<file path="config.mk">
export PLATFORM = sky130hd
export DESIGN_NAME = fb_access_scheduler
export DESIGN_NICKNAME = d
export VERILOG_FILES = /design/src/rtl/fb_access_scheduler.sv
export SDC_FILE = /design/constraint.sdc
export NUM_CORES = 1
export LEC_CHECK = 0
export BUFFER_PORTS_ARGS = -buffer_cell sky130_fd_sc_hd__buf_2
export CAP_MARGIN = 10
export CORE_ASPECT_RATIO = 1.75
export CORE_MARGIN = 1.5
export CORE_UTILIZATION = 35
export DETAILED_ROUTE_END_ITERATION = 8
export SLEW_MARGIN = 20
export SYNTH_ARGS = -nofsm -noshare
export SYNTH_HDL_FRONTEND = slang
export SYNTH_SLANG_ARGS = --single-unit
</file>
<file path="constraint.sdc">
create_clock -name i_clk -period 2.5 [get_ports i_clk]
set_clock_uncertainty 0.05 [all_clocks]
set_input_delay 0.125 -clock i_clk [delete_from_list [all_inputs] [get_ports i_clk]]
set_output_delay 0.125 -clock i_clk [all_outputs]
set_load 0.02 [all_outputs]
</file>
<file path="src/rtl/fb_access_scheduler.sv">
// Frame-buffer access scheduler: display reads win every cycle; host writes are
// queued in a FIFO and retired in idle cycles; a clear sweep fills the memory.
// Optional macro FB_STALL_STATS_EN adds a saturating blocked-write counter.
module fb_access_scheduler #(
  parameter int AW         = 15,
  parameter int DW         = 16,
  parameter int FIFO_DEPTH = 4,
  parameter int MEM_WORDS  = 19200
) (
  input  logic                          i_clk,
  input  logic                          i_rstn,
  input  logic                          i_rd_req,
  input  logic [AW-1:0]                 i_rd_addr,
  output logic [DW-1:0]                 o_rd_data,
  output logic                          o_rd_valid,
  input  logic                          i_wr_valid,
  output logic                          o_wr_ready,
  input  logic [AW-1:0]                 i_wr_addr,
  input  logic [DW-1:0]                 i_wr_data,
  input  logic                          i_clr_start,
  input  logic [DW-1:0]                 i_clr_data,
  output logic                          o_clr_busy,
  output logic                          o_mem_en,
  output logic                          o_mem_we,
  output logic [AW-1:0]                 o_mem_addr,
  output logic [DW-1:0]                 o_mem_wdata,
  input  logic [DW-1:0]                 i_mem_rdata,
  output logic [$clog2(FIFO_DEPTH):0]   o_fifo_level,
`ifdef FB_STALL_STATS_EN
  input  logic                          i_stall_clr,
  output logic [15:0]                   o_stall_cnt,
`endif
  output logic                          o_dbg_state
);

  localparam int PW = $clog2(FIFO_DEPTH);
  localparam int LW = PW + 1;

  // Handshake: a host write transfers on a rising clock edge when
  // i_wr_valid && o_wr_ready; o_wr_ready depends only on the registered level.

  typedef enum logic {S_IDLE = 1'b0, S_CLEAR = 1'b1} state_t;

  state_t          state_q, state_d;
  logic [AW-1:0]   clr_cnt_q;
  logic [DW-1:0]   fill_q;
  logic            rd_valid_q;

  logic [AW-1:0]   fifo_addr [FIFO_DEPTH];
  logic [DW-1:0]   fifo_data [FIFO_DEPTH];
  logic [PW-1:0]   wr_ptr_q, rd_ptr_q;
  logic [LW-1:0]   level_q;

  logic            fifo_empty;
  logic            push, pop;
  logic            clr_wr;
  logic            clr_last;
  logic            clr_go;

  assign fifo_empty   = (level_q == '0);
  assign o_wr_ready   = (level_q != LW'(FIFO_DEPTH));
  assign push         = i_wr_valid && o_wr_ready;
  assign clr_last     = (clr_cnt_q == AW'(MEM_WORDS - 1));
  assign clr_go       = (state_q == S_IDLE) && i_clr_start;

  assign o_rd_data    = i_mem_rdata;
  assign o_rd_valid   = rd_valid_q;
  assign o_clr_busy   = (state_q == S_CLEAR);
  assign o_fifo_level = level_q;
  assign o_dbg_state  = state_q;

  // Arbitration: read > clear write > FIFO write.
  always_comb begin
    state_d     = state_q;
    o_mem_en    = 1'b0;
    o_mem_we    = 1'b0;
    o_mem_addr  = '0;
    o_mem_wdata = '0;
    pop         = 1'b0;
    clr_wr      = 1'b0;
    if (i_rd_req) begin
      o_mem_en   = 1'b1;
      o_mem_addr = i_rd_addr;
    end else begin
      case (state_q)
        S_CLEAR: begin
          o_mem_en    = 1'b1;
          o_mem_we    = 1'b1;
          o_mem_addr  = clr_cnt_q;
          o_mem_wdata = fill_q;
          clr_wr      = 1'b1;
        end
        default: begin
          if (!fifo_empty) begin
            o_mem_en    = 1'b1;
            o_mem_we    = 1'b1;
            o_mem_addr  = fifo_addr[rd_ptr_q];
            o_mem_wdata = fifo_data[rd_ptr_q];
            pop         = 1'b1;
          end
        end
      endcase
    end
    case (state_q)
      S_IDLE:  if (i_clr_start) state_d = S_CLEAR;
      S_CLEAR: if (clr_wr && clr_last) state_d = S_IDLE;
      default: state_d = S_IDLE;
    endcase
  end

  always_ff @(posedge i_clk or negedge i_rstn) begin
    if (!i_rstn) begin
      state_q    <= S_IDLE;
      clr_cnt_q  <= '0;
      fill_q     <= '0;
      rd_valid_q <= 1'b0;
    end else begin
      state_q    <= state_d;
      rd_valid_q <= i_rd_req;
      if (clr_go) begin
        clr_cnt_q <= '0;
        fill_q    <= i_clr_data;
      end else if (clr_wr) begin
        clr_cnt_q <= clr_last ? '0 : clr_cnt_q + 1'b1;
      end
    end
  end

  always_ff @(posedge i_clk or negedge i_rstn) begin
    if (!i_rstn) begin
      wr_ptr_q <= '0;
      rd_ptr_q <= '0;
      level_q  <= '0;
    end else begin
      if (push) wr_ptr_q <= wr_ptr_q + 1'b1;
      if (pop)  rd_ptr_q <= rd_ptr_q + 1'b1;
      case ({push, pop})
        2'b10:   level_q <= level_q + 1'b1;
        2'b01:   level_q <= level_q - 1'b1;
        default: level_q <= level_q;
      endcase
    end
  end

  // Payload storage needs no reset; the pointers and level define validity.
  always_ff @(posedge i_clk) begin
    if (push) begin
      fifo_addr[wr_ptr_q] <= i_wr_addr;
      fifo_data[wr_ptr_q] <= i_wr_data;
    end
  end

`ifdef FB_STALL_STATS_EN
  logic        stall;
  logic [15:0] stall_cnt_q;

  assign stall       = i_rd_req && ((state_q == S_CLEAR) || !fifo_empty);
  assign o_stall_cnt = stall_cnt_q;

  always_ff @(posedge i_clk or negedge i_rstn) begin
    if (!i_rstn) begin
      stall_cnt_q <= '0;
    end else if (i_stall_clr) begin
      stall_cnt_q <= '0;
    end else if (stall && (stall_cnt_q != 16'hFFFF)) begin
      stall_cnt_q <= stall_cnt_q + 16'd1;
    end
  end
`endif

endmodule

</file>
# After elaboration in Yosys (flattened, before gate mapping)
# Memory sizes are Yosys's and may differ from the RTL's.
# Cells that the tools add are included.
# word_totals
regBits,40
ram_bits,124
input_bits,83
output_inout_bits,56
word_cells,48
mem_count,2
# memory_table
memory,depth,word_bits,rd,rd_clocked_by_memory_dff,write_ports,line,text
fifo_data,4,16,1,0,1,50,logic [DW-1:0] fifo_data [FIFO_DEPTH];
fifo_addr,4,15,1,0,1,49,logic [AW-1:0] fifo_addr [FIFO_DEPTH];
# classes
addsub,5
eq_ne,4
muxes,23
bitwise,1
n_reduce_logical,6
# op_table
cell,count
$mux 15,6
$mux 16,3
$add 15x1->15 const B,1
$eq 15x15->1 const B,1
$mux 1,12
$pmux 3 s2,1
$add 2x1->2 const B,2
$reduce_bool 2->1,2
$add 3x1->3 const B,1
$logic_and 1x1->1,3
$logic_not 3->1,1
$ne 3x3->1 const B,1
$sub 3x1->3 const B,1
$eq 2x1->1 const B,1
$eq 2x2->1 const B,1
$pmux 1 s2,1
$not 1->1,1

# Depth between registers and ports, before layout
# logic_depth
ltp_word,6
ltp_mapped,10
ltp_nobuf,10

# Worst setup path before layout
# OpenSTA, ideal clock, no wires.
# synth_path
kind,reg2reg
start,"reg level_q[0], in the netlist o_fifo_level[0]"
end,"reg level_q[2], in the netlist o_fifo_level[2]"
setup_ns,0.080
t_arrival_ns,2.216
required_time_ns,2.370
setup_slack_ns,0.154
stages_incl_launch_ff,10
n_path_buf,1
synth_period_minus_slack_ns,2.346
path_cell_list,dfrtp_1 -> nor3_1 -> nor3_2 -> buf_2 -> ha_1 -> inv_1 -> fa_1 -> xor2_1 -> nor2_1 -> xor2_1
# synth_via
elab_chain_cells,6
word_cells_on_any_way,12
cone_classes,add/sub (2); eq/ne (3); mux (4); reduce/logical (3)
# synth_rtl
element,line,text
"start, declared",52,logic [LW-1:0] level_q;
"start signal, assigned",138,2'b10: level_q <= level_q + 1'b1;
"start signal, assigned",139,2'b01: level_q <= level_q - 1'b1;
"start signal, assigned",140,default: level_q <= level_q;
$logic_not 3->1 *,60,assign fifo_empty = (level_q == '0);
$mux 1 *,94,if (!fifo_empty) begin
$mux 1 *,85,case (state_q)
$mux 1 *,81,if (i_rd_req) begin
named net pop,55,"logic push, pop;"
$eq 2x1->1 or $eq 2x2->1 (tied branches),137,"case ({push, pop})"
$pmux 3 s2 or $reduce_bool 2->1 (tied branches),-,
# The timed path passes the listed nets; every way through them passes the cells marked *.
# A chain may end at the register's enable or synchronous reset.

# Worst setup path in the final report
# layout_path
start,reg rd_ptr_q[1]
end,out o_mem_wdata[8]
# layout_via
elab_chain_cells,4
# layout_rtl
element,line,text
"start, declared",51,"logic [PW-1:0] wr_ptr_q, rd_ptr_q;"
"start signal, assigned",136,if (pop) rd_ptr_q <= rd_ptr_q + 1'b1;
$mem_v2 4x16,-,
$mux 16,94,
$mux 16,85,
$mux 16,81,
"end, declared",26,"output logic [DW-1:0] o_mem_wdata,"
# No other way between the ends.

==> run metrics <==
hpwl dp=11,100 um; Synth top area share=53.4%; Crit Path Class=reg -> out; Worst EP arrival=2.14 ns; # Max-Cap Violations=0; Reg power frac=46.6%; clk buf depth=2; drt wl/cell=18.8 um; Slew HR=48.1%; Post-Syn Nets=515; Tmin final=2.32 ns; FF-to-FF path depth=10; vias in the first global route=4,629; VDD IR max=0.747 mV; Critical-path top delay cell=dfrtp_1; wire length of the first global-routing pass=24,400 um; DRT Pass-1 Iters=4; Net Switching=2.20 mW; Routed WL=15,700 um; fin crit share=92.7%; proportion of layout cells with a drive suffix above 1=36.9%; HP Class=in -> reg; CP Capture Type=output port; core box area=19,700 um2; die width=110 um; CP endpoint=o_mem_wdata[8]; Area contributors post-synth=edfxtp_1, dfrtp_1, mux4_2; CP Depth=4; Crit path largest cell delay=0.60 ns; mean post-synth cell area=16.4 um2; RR Startpoint=o_fifo_level[0]; CTS H-tree lvls=4; RSZ-0062 raised after global routing=no; post-synth top area cell=edfxtp_1; num rows=68; Final setup violation count=0; CTS tree=yes; Area Growth Syn to Fin=27.3%; initial antenna violation count=0; placer congestion estimate=0.817; post-synthesis sequential area ratio=67.8%; Pint=5.80 mW; post-synthesis cell count=425; # fillers=1,739; Mapped Area=6970 um2; total grt overflow=0; Max Fclk=432 MHz; status=completed; Die ar.=20,800 um2; Worst Setup Start Kind=flop; FF+latch count, synth=164; Ys Warns=0; Port Buffer Count=106; die height=190 um; fin. max-slew vios=0; CP required=2.33 ns; worst slew pin tran=0.779 ns; Leak Pwr=3.35 nW; worst hold margin=0.0818 ns; Initial Util=35.5%; worst-skew pair later-pin latency=0.43 ns; crit-path cells=buf_4 -> mux4_2 -> a22o_1 -> buf_2; synth unique cells=39; final hold violation count=0; ANT cells=0; crit-path leading delay family=flip-flops; hold depth=3; pwr/cell area=901 nW/um2; CTS Buf Count=17; clock share of power=34.3%; Critical R2R Capture=o_fifo_level[2]; r2r setup slk=0.31 ns; Critical path buffers and inverters=2; total negative setup slack=0 ns; # DRC=0; ANT nets after route=0; Sink Count=164; largest net degree at the start of global routing=33; root buffer cell=clkbuf_16; crit path max fanout=17; DR vias=4,222; combinational share of power=19.1%; Tot GR Track Use=16.2%; io pins=139; Clock transition at path regs=0.07 ns; Sw Share=27.5%; CP startpoint=rd_ptr_q[1]; DR iter-0 viols=224; Post-layout nets=667; vias per cell=5.06
## worst register-to-register path, delay by kind of cell (launching register included)
family | cells | cell delay [ns]
flops | 1 | 0.43
xor+xnor | 2 | 0.31
buf+inv | 3 | 0.25
fa+ha+maj | 2 | 0.54
simple gates | 3 | 0.53
## synth_stat cells
master and instances:
nand4_1 2, xnor2_1 3, nand4bb_1 1, dfrtp_1 40
buf_4 20, nand3_1 8, o2bb2ai_1 1, a41oi_1 3
a21o_1 1, nor3_2 2, edfxtp_1 124, nand2b_1 6
clkbuf_1 9, and3_1 4, nand2_1 30, fa_1 1
nor2_1 8, xor2_1 3, nand3_2 1, nor3_4 1
a31oi_1 10, nor3_1 2, o21ai_0 20, buf_6 2
a21oi_2 2, mux4_2 31, a22oi_1 15, buf_2 8
ha_1 6, inv_1 8, a22o_1 17, a21oi_1 7
nor4_1 3, mux2_2 16, buf_1 2, nor2b_1 2
nand4_2 1, and2_1 1, mux2i_1 4
## power by group through the flow
stage	combinational, mW	sequential [mW]	clock, mW
after global placement	1.48	3.74	0
final	1.53	3.73	2.74
after floorplan	1.02	3.71	0
after global routing	1.68	3.78	2.89
after CTS	1.58	3.73	2.80
after detailed placement	1.51	3.79	0
## state kept, by name (all words and copies together) (netlist names)
name / flops
wr_ptr_q: 2
rd_ptr_q: 2
o_clr_busy: 1
fill_q: 16
o_rd_valid: 1
fifo_addr: 60
fifo_data: 64
o_fifo_level: 3
clr_cnt_q: 15
## repair_timing
| action | in CTS | in global routing |
|---|---|---|
| buffers inserted | 0 | 0 |
| gates resized for setup | 0 | 2 |
| hold buffers | 50 | 0 |
| setup endpoints to repair | 0 | 6 |
| endpoints found under the hold margin | 161 | 0 |
## per-layer routing
layer	vias up	GRT usage, %	part of all wire [%]
li1	1952	-	-
met1	2110	16.9	37
met2	117	29.2	56
met3	43	3.84	3.5
met4	0	8.59	3.4
met5	-	0	0
## metrics by stage
stage          cells  power (mW)  cell area [um2]  utilization, %  worst slack, ns
4_1_cts          835        8.11             8870            45.1           0.0764
2_1_floorplan    425        4.73             6970               -            0.154
3_3_place_gp     753        5.23             7750            39.5            0.446
5_1_grt          835        8.35             8870            45.2           0.0348
6_report         835        8.00             8870            45.2            0.183
3_5_place_dp     753        5.30             7750            39.5            0.333
## worst min-delay path by stage
| stage | start | endpoint | slack, ns |
|---|---|---|---|
| after floorplan | i_rstn | clr_cnt_q[0] | -0.22 |
| after CTS | i_wr_valid | wr_ptr_q[0] | 0.05 |
| after global placement | i_rstn | clr_cnt_q[6] | 0.1 |
| after global routing | i_wr_valid | wr_ptr_q[0] | 0.09 |
| final | i_wr_valid | wr_ptr_q[0] | 0.08 |
| after detailed placement | i_rstn | clr_cnt_q[6] | 0.1 |
## area by class of cell
class | instances | area, um2 | share of cell area, %
clock buffer | 17 | 425 | 4.79
clock inverter | 15 | 190 | 2.14
inverter | 8 | 30.0 | 0.338
multi-input combinational | 212 | 1980 | 22.3
sequential | 164 | 4730 | 53.3
tap | 245 | 307 | 3.45
timing repair buffer | 174 | 1220 | 13.7
## kinds of logic after synthesis
logic type | Yosys count | share of synthesized area (%)
simple gates | 72 | 5.39
compound gates | 76 | 7.45
buf+inv | 49 | 4.08
fa+ha+maj | 7 | 1.36
mux | 51 | 13.2
xor+xnor | 6 | 0.754
flops | 164 | 67.8
## cell usage in the layout, fill, tap and decap left out, types with 3 or more instances in the layout
cell / instances
buf_2: 106
and3_2: 4
a41oi_1: 3
nor2_1: 8
a21oi_1: 7
nor4_1: 3
clkbuf_16: 17
inv_6: 8
a22o_1: 17
nand2_1: 30
xor2_1: 3
a31oi_1: 10
mux2_2: 16
mux2i_1: 4
ha_1: 6
a22oi_1: 15
inv_1: 8
edfxtp_1: 124
dlygate4sd3_1: 50
xnor2_1: 3
buf_4: 14
buf_12: 4
o21ai_0: 20
bufinv_16: 3
mux4_2: 31
nand3_1: 8
nand2b_1: 6
dfrtp_1: 38
No activity file was read; power rests on OpenSTA's default activity.
